===== src/rtl/pixel_pkg.sv =====
// rtl/pixel_pkg.sv - shared types and constants for the UART pixel command path
package pixel_pkg;

    localparam logic [7:0] SYNC_BYTE_DEF   = 8'hA5;
    localparam logic [7:0] REFRESH_IDX_DEF = 8'hFF;

    localparam logic [2:0] S_IDLE = 3'd0;
    localparam logic [2:0] S_IDX  = 3'd1;
    localparam logic [2:0] S_GRN  = 3'd2;
    localparam logic [2:0] S_RED  = 3'd3;
    localparam logic [2:0] S_BLU  = 3'd4;
    localparam logic [2:0] S_CHK  = 3'd5;

    typedef enum logic [2:0] {
        IDLE = S_IDLE,
        IDX  = S_IDX,
        GRN  = S_GRN,
        RED  = S_RED,
        BLU  = S_BLU,
        CHK  = S_CHK
    } pixel_state_e;

    // GRB field order matches the WS2812 wire order
    typedef struct packed {
        logic [7:0] g;
        logic [7:0] r;
        logic [7:0] b;
    } rgb_t;

    function automatic logic [7:0] frame_chk(input logic [7:0] idx, input rgb_t p);
        return idx ^ p.g ^ p.r ^ p.b;
    endfunction

endpackage


===== src/rtl/byte_timeout.sv =====
// rtl/byte_timeout.sv - inter-byte idle counter with clear/enable and terminal-count pulse
module byte_timeout #(
    parameter int TC = 120000
) (
    input  logic i_clk,
    input  logic i_rst,
    input  logic i_clear,
    input  logic i_enable,
    output logic o_tc
);

    localparam int CW = $clog2(TC + 1);

    logic [CW-1:0] r_count;
    logic          w_tc;

    // A clear in the same cycle suppresses the pulse, so an arriving byte always wins
    assign w_tc = i_enable && !i_clear && (r_count == CW'(TC - 1));
    assign o_tc = w_tc;

    always_ff @(posedge i_clk or posedge i_rst) begin
        if (i_rst) begin
            r_count <= '0;
        end else if (i_clear || !i_enable || w_tc) begin
            r_count <= '0;
        end else begin
            r_count <= r_count + 1'b1;
        end
    end

endmodule


===== src/rtl/pixel_frame_parser.sv =====
// rtl/pixel_frame_parser.sv - decodes framed UART pixel writes; PIXEL_PARSER_CHECKSUM_EN adds the CHK byte
module pixel_frame_parser
    import pixel_pkg::*;
#(
    parameter int          NUM_PIXELS     = 10,
    parameter int          AW             = 4,
    parameter logic [7:0]  SYNC_BYTE      = SYNC_BYTE_DEF,
    parameter logic [7:0]  REFRESH_IDX    = REFRESH_IDX_DEF,
    parameter int          TIMEOUT_CYCLES = 120000
) (
    input  logic          CLK,
    input  logic          RST,
    input  logic [7:0]    i_rx_byte,
    input  logic          i_rx_valid,
    output logic          o_wr_en,
    output logic [AW-1:0] o_wr_addr,
    output logic [7:0]    o_wr_r,
    output logic [7:0]    o_wr_g,
    output logic [7:0]    o_wr_b,
    output logic          o_refresh,
    output logic          o_err,
    output logic [7:0]    o_err_count
);

    localparam logic [7:0] NUM_PIXELS_B = 8'(NUM_PIXELS);

    pixel_state_e  r_state;
    logic [7:0]    r_idx;
    logic [7:0]    r_g;
    logic [7:0]    r_r;
`ifdef PIXEL_PARSER_CHECKSUM_EN
    logic [7:0]    r_b;
`endif
    logic          r_wr_en;
    logic [AW-1:0] r_wr_addr;
    rgb_t          r_wr_pix;
    logic          r_refresh;
    logic          r_err;
    logic [7:0]    r_err_count;

    rgb_t          w_pix;
    logic          w_last;
    logic          w_chk_ok;
    logic          w_do_write;
    logic          w_do_refresh;
    logic          w_do_err;
    logic          w_tc;

    byte_timeout #(
        .TC(TIMEOUT_CYCLES)
    ) u_byte_timeout (
        .i_clk    (CLK),
        .i_rst    (RST),
        .i_clear  (i_rx_valid),
        .i_enable (r_state != IDLE),
        .o_tc     (w_tc)
    );

`ifdef PIXEL_PARSER_CHECKSUM_EN
    assign w_pix    = '{g: r_g, r: r_r, b: r_b};
    assign w_last   = i_rx_valid && (r_state == CHK);
    assign w_chk_ok = (frame_chk(r_idx, w_pix) == i_rx_byte);
`else
    assign w_pix    = '{g: r_g, r: r_r, b: i_rx_byte};
    assign w_last   = i_rx_valid && (r_state == BLU);
    assign w_chk_ok = 1'b1;
`endif

    // Refresh takes precedence so a REFRESH_IDX inside the pixel range never writes
    assign w_do_refresh = w_last && w_chk_ok && (r_idx == REFRESH_IDX);
    assign w_do_write   = w_last && w_chk_ok && (r_idx != REFRESH_IDX) && (r_idx < NUM_PIXELS_B);
    assign w_do_err     = (w_last && !w_do_write && !w_do_refresh) || w_tc;

    always_ff @(posedge CLK or posedge RST) begin
        if (RST) begin
            r_state     <= IDLE;
            r_idx       <= '0;
            r_g         <= '0;
            r_r         <= '0;
`ifdef PIXEL_PARSER_CHECKSUM_EN
            r_b         <= '0;
`endif
            r_wr_en     <= 1'b0;
            r_wr_addr   <= '0;
            r_wr_pix    <= '0;
            r_refresh   <= 1'b0;
            r_err       <= 1'b0;
            r_err_count <= '0;
        end else begin
            r_wr_en   <= w_do_write;
            r_refresh <= w_do_refresh;
            r_err     <= w_do_err;

            if (w_do_write) begin
                r_wr_addr <= r_idx[AW-1:0];
                r_wr_pix  <= w_pix;
            end

            if (w_do_err && (r_err_count != 8'hFF)) begin
                r_err_count <= r_err_count + 8'd1;
            end

            if (i_rx_valid) begin
                case (r_state)
                    IDLE: if (i_rx_byte == SYNC_BYTE) r_state <= IDX;
                    IDX: begin
                        r_idx   <= i_rx_byte;
                        r_state <= GRN;
                    end
                    GRN: begin
                        r_g     <= i_rx_byte;
                        r_state <= RED;
                    end
                    RED: begin
                        r_r     <= i_rx_byte;
                        r_state <= BLU;
                    end
`ifdef PIXEL_PARSER_CHECKSUM_EN
                    BLU: begin
                        r_b     <= i_rx_byte;
                        r_state <= CHK;
                    end
                    CHK:     r_state <= IDLE;
`else
                    BLU:     r_state <= IDLE;
`endif
                    default: r_state <= IDLE;
                endcase
            end else if (w_tc) begin
                r_state <= IDLE;
            end
        end
    end

    assign o_wr_en     = r_wr_en;
    assign o_wr_addr   = r_wr_addr;
    assign o_wr_g      = r_wr_pix.g;
    assign o_wr_r      = r_wr_pix.r;
    assign o_wr_b      = r_wr_pix.b;
    assign o_refresh   = r_refresh;
    assign o_err       = r_err;
    assign o_err_count = r_err_count;

endmodule


===== config.mk =====
export PLATFORM = sky130hd
export DESIGN_NAME = pixel_frame_parser
export DESIGN_NICKNAME = d
export VERILOG_FILES = /design/src/rtl/pixel_pkg.sv /design/src/rtl/byte_timeout.sv /design/src/rtl/pixel_frame_parser.sv
export SDC_FILE = /design/constraint.sdc
export NUM_CORES = 1
export LEC_CHECK = 0
export ABC_CLOCK_PERIOD_IN_PS = 2700
export CAP_MARGIN = 0
export CORE_UTILIZATION = 37
export CTS_CLUSTER_SIZE = 40
export DETAILED_ROUTE_END_ITERATION = 7
export HOLD_SLACK_MARGIN = 0.15
export RECOVER_POWER = 25
export SLEW_MARGIN = 20
export SYNTH_ARGS = -nofsm -noshare
export SYNTH_HDL_FRONTEND = slang
export SYNTH_HIERARCHICAL = 1
export SYNTH_SLANG_ARGS = --single-unit

===== constraint.sdc =====
create_clock -name CLK -period 2.7 [get_ports CLK]
set_clock_uncertainty 0.2 [all_clocks]
set_input_delay 0.405 -clock CLK [delete_from_list [all_inputs] [get_ports CLK]]
set_output_delay 0.405 -clock CLK [all_outputs]
set_load 0.02 [all_outputs]

======== Word-level counts from Yosys, hierarchy flattened ========
Cells that the tools add are included.
word-level totals
  word-level logic and storage cells ...... 54
  flip-flop bits (word level) ............. 83
operators by class
  multiplexer cells ....................... 5
  equality and inequality tests ........... 10
  magnitude comparators ................... 1
  add/subtract/negate cells ............... 2
  reductions and logical operators ........ 23
operator list
  cell                   number
  $add 17x1->17 const B  1
  $eq 17x17->1 const B   1
  $mux 17                1
  $eq 8x8->1 const B     2
  $ne 8x8->1 const B     2
  $pmux 3 s4             1
  $logic_and 1x1->1      9
  $mux 3                 3
  $add 8x1->8 const B    1
  $lt 8x4->1 const B     1
  $reduce_and 2->1       4
  $eq 3x2->1 const B     2
  $logic_not 1->1        4
  $eq 3x1->1 const B     1
  $eq 3x3->1 const B     1
  $logic_not 3->1        1
  $logic_or 1x1->1       3
  $ne 3x3->1 const B     1
  $reduce_bool 3->1      1
  $reduce_bool 2->1      1

======== Longest topological paths before layout ========
  word-level depth ........................ 9
  gate-level depth with buffers ........... 9
  gate-level depth less buffers ........... 8

======== By module ========
The synthesis kept the hierarchy.
by module, submodules not included
  module              sequential area each (um2)  times used  cells an instance  area each (um2)
  pixel_frame_parser  1651.6                      1           182                2751.4
  byte_timeout        425.4                       1           89                 875.8

======== Least setup slack after synthesis ========
No wires, ideal clock.
  path type ............................... flip-flop to flip-flop
  start ................................... register u_byte_timeout.r_count[0]
  end ..................................... register r_err_count[7] (netlist: o_err_count[7])
  path slack .............................. 0.635 ns
  period minus slack after synthesis ...... 2.065 ns
  data arrival time ....................... 1.740 ns
  data required time ...................... 2.375 ns
  cell stages (with the launch flop) ...... 9
  path through ............................ dfrtp_1 > ha_1 > nand3_2 > nor2_1 > nand4_1 > nor2_1 > clkbuf_1 > o2111ai_1 > mux2_2
on the way
  word-level cells in the longest chain between the ends .. 4
ends and longest elaborated chain
  what                    RTL line                   text
  from (decl)             byte_timeout.sv:14         logic [CW-1:0] r_count;
  from (signal assigned)  byte_timeout.sv:27         r_count <= r_count + 1'b1;
  $eq 17x17->1            byte_timeout.sv:18         assign w_tc = i_enable && !i_clear && (r_count == CW'(TC - 1));
  $logic_and 1x1->1       byte_timeout.sv:18
  via w_tc                pixel_frame_parser.sv:47   logic w_tc;
  $logic_or 1x1->1        pixel_frame_parser.sv:72   assign w_do_err = (w_last && !w_do_write && !w_do_refresh) || w_tc;
  $logic_and 1x1->1       pixel_frame_parser.sv:99   if (w_do_err && (r_err_count != 8'hFF)) begin
  to (signal assigned)    pixel_frame_parser.sv:100  r_err_count <= r_err_count + 8'd1;
  to (decl)               pixel_frame_parser.sv:39   logic [7:0] r_err_count;
The timed path passes the listed nets, and every way through them passes these cells.
A chain may end at the register's enable or synchronous reset.

======== Worst setup path in the final report ========
Same ends and word-level chain as after synthesis.

==> flow_summary.json <==
{
  "die_area_um2": 10200,
  "clk_latency_ns": 0.34,
  "setup_viol": 0,
  "layout_commonest_cell": "dfrtp_1",
  "cts_resized": 0,
  "cap_violations": 0,
  "antenna_left": 0,
  "p_leak_nw": 2.00,
  "avgRoutedWirePerCell_um": 14.6,
  "synth_edf_count": 0,
  "synthXorXnorAreaFrac": 0.0435,
  "period_needed_ns": 2.16,
  "crit_chain": "ha_1, nand3_2, nor2_1, nand4_1, nor2_1, buf_4, o2111ai_1, mux2_2",
  "critical_path.slowest_cell": "dfrtp_1",
  "vias": 2237,
  "cp.arrival_ns": 2.19,
  "viasPerCell": 4.84,
  "postCtsSetupRepairBufs": 0,
  "cts_buffer_depth": 2,
  "yosysWarnings": 6,
  "synth-main-ff-cell": "dfrtp_1",
  "grt_overflow": 0,
  "dp_hpwl_um": 4490,
  "cts_tree": "built",
  "core_um2": 9370,
  "relSlewSlack": 0.582,
  "synth_nets": 284,
  "holdBufCountCts": 0,
  "path_class": "flop to flop",
  "yosys.area_share.simple": 0.130,
  "slew_violations": 0,
  "cts.sinks": 83,
  "syn_avg_cell_area_um2": 13.4,
  "cts-buffers-inserted": 9,
  "fmax_mhz": 464,
  "synthArstFlopShare": 1.00,
  "synth_mux_area_frac": 0.186,
  "gp_congestion": 0.722,
  "ys_ff_latch": 83,
  "fp.dieW_um": 101,
  "syn_inst": 271,
  "power.total_mw": 3.15,
  "finalHoldViolCount": 0,
  "seq_area_frac_synth": 0.573,
  "drt_iter0_markers": 73,
  "cpMostUsedCell": "nor2_1",
  "worst_pin_slew_ns": 0.626,
  "io_buffers": 49,
  "yosysUniqueCellTypes": 45,
  "die-height_um": 101,
  "wl_um": 6750,
  "rows": 35,
  "ios": 50,
  "dr.pass1.iters": 4,
  "synth_compound_area_frac": 0.0345,
  "p_per_area_nw_per_um2": 707,
  "start_util": 0.387,
  "clk_pin_slew_ns": 0.08,
  "nNetsFinal": 341,
  "cpPeakStageDelay_ns": 0.39,
  "cts_max_level": 3,
  "antenna_cells": 0,
  "fin_crit_sh": 0.799,
  "status": "completed",
  "grt_pass1_wl_um": 11300,
  "grt_pass1_vias": 2279,
  "final_cell_mix": "dfrtp_1 (83), clkdlybuf4s50_1 (48), mux2_2 (47)",
  "antenna_found_initial": 0,
  "grt_start_max_net_pins": 67,
  "hold_path.class": "flop to flop",
  "grt_setup_unrepaired": "no",
  "area_growth_pct": 23.0,
  "end_kind": "flop",
  "syn-cell-area_um2": 3630,
  "ir_drop_mv": 0.287,
  "drc": 0,
  "cts_root_buf": "clkbuf_8",
  "drive_gt1_frac": 0.252,
  "critPathMaxFanout": 9,
  "grtUsageTotal": 0.146,
  "synth_top_family_by_area": "multiplexers",
  "synthAdderAreaFrac": 0.00690,
  "crit_required_ns": 2.73,
  "fin_tns_setup_ns": 0,
  "cp-start-kind": "flop"
}
[worst max-delay path: cells and delay by family (launching register included)]
| family | cells | cell delay (ns) |
|---|---|---|
| buffers and inverters | 1 | 0.16 |
| muxes | 1 | 0.28 |
| DFF | 1 | 0.39 |
| AOI/OAI and AO/OA | 1 | 0.13 |
| adders and majority gates | 1 | 0.21 |
| and+or+nand+nor | 4 | 0.68 |
[cell families (layout without fill, tap and decap cells)]
group | Yosys count | after routing
adders and majority gates | 2 | 2
DFF | 83 | 83
muxes | 57 | 57
buffers and inverters | 15 | 77
and+or+nand+nor | 80 | 80
AOI/OAI and AO/OA | 16 | 16
xor gates and xnor gates | 18 | 18
[flip-flops by register name, summed over array words and instances (netlist names), 8 cells and up]
| name | cells |
|---|---|
| u_byte_timeout/r_count | 17 |
| o_err_count | 8 |
| o_wr_b | 8 |
| o_wr_g | 8 |
| o_wr_r | 8 |
| r_g | 8 |
| r_idx | 8 |
| r_r | 8 |
[power by group]
part / switching (mW) / internal, mW
registers: 0.180 / 1.47
logic: 0.273 / 0.354
clock network: 0.426 / 0.449
total: 0.878 / 2.27
[synthesized netlist by cell type (2+ instances only)]
| cell type | count | share of area |
|---|---|---|
| mux2_2 | 47 | 0.15 |
| nor2b_1 | 3 | 0.0052 |
| inv_1 | 8 | 0.0083 |
| nand2_1 | 9 | 0.0093 |
| ha_1 | 2 | 0.0069 |
| nor4bb_1 | 2 | 0.0055 |
| nor2_1 | 25 | 0.026 |
| o21ai_1 | 2 | 0.0028 |
| buf_2 | 2 | 0.0028 |
| buf_6 | 3 | 0.0093 |
| o21ai_0 | 4 | 0.0055 |
| o211ai_1 | 2 | 0.0041 |
| and2_1 | 2 | 0.0034 |
| nand3_1 | 8 | 0.011 |
| nor4_1 | 4 | 0.0069 |
| mux2_4 | 9 | 0.037 |
| nand4_1 | 4 | 0.0069 |
| nor3_1 | 4 | 0.0055 |
| and3_1 | 2 | 0.0034 |
| and4_1 | 2 | 0.0048 |
| nand2b_1 | 4 | 0.0069 |
| dfrtp_1 | 83 | 0.57 |
| a21oi_1 | 2 | 0.0028 |
| xnor2_1 | 17 | 0.041 |
[layer usage]
metal	up-vias	global-route usage	routed length, um
met4	0	0.0635	82
met5	-	0	0
met1	1129	0.203	3330
met2	39	0.221	3110
li1	1061	-	-
met3	8	0.0312	228
[per-stage QoR]
step / area (um^2) / hold WS (ns) / utilization / worst slack (ns) / std cells
2_1_floorplan: 3630 / 0.131 / - / 0.440 / 271
3_3_place_gp: 4270 / 0.278 / 0.455 / 0.237 / 446
3_5_place_dp: 4270 / 0.278 / 0.455 / 0.205 / 446
4_1_cts: 4460 / 0.288 / 0.476 / 0.536 / 462
5_1_grt: 4460 / 0.299 / 0.476 / 0.381 / 462
6_report: 4460 / 0.292 / 0.476 / 0.543 / 462
[area by class of cell]
type | instances | area [um^2]
tap | 129 | 161
sequential | 83 | 2080
timing repair buffer | 53 | 546
fill | 865 | 4910
multi-input combinational | 173 | 1450
clock inverter | 5 | 52.6
inverter | 8 | 30.0
clock buffer | 11 | 141
[worst paths after layout]
kind,from,slack [ns],end,depth (start not counted)
worst max-delay path,u_byte_timeout/r_count[0],0.54,o_err_count[7],8
worst max register to register,u_byte_timeout/r_count[0],0.54,o_err_count[7],8
min in group asynchronous,RST,0.40,u_byte_timeout/r_count[3],2
worst min register to register,u_byte_timeout/r_count[0],0.29,u_byte_timeout/r_count[0],1
max in group asynchronous,RST,1.49,u_byte_timeout/r_count[4],2
worst min-delay path,u_byte_timeout/r_count[0],0.29,u_byte_timeout/r_count[0],1
Power figures use the tool's default switching activity.
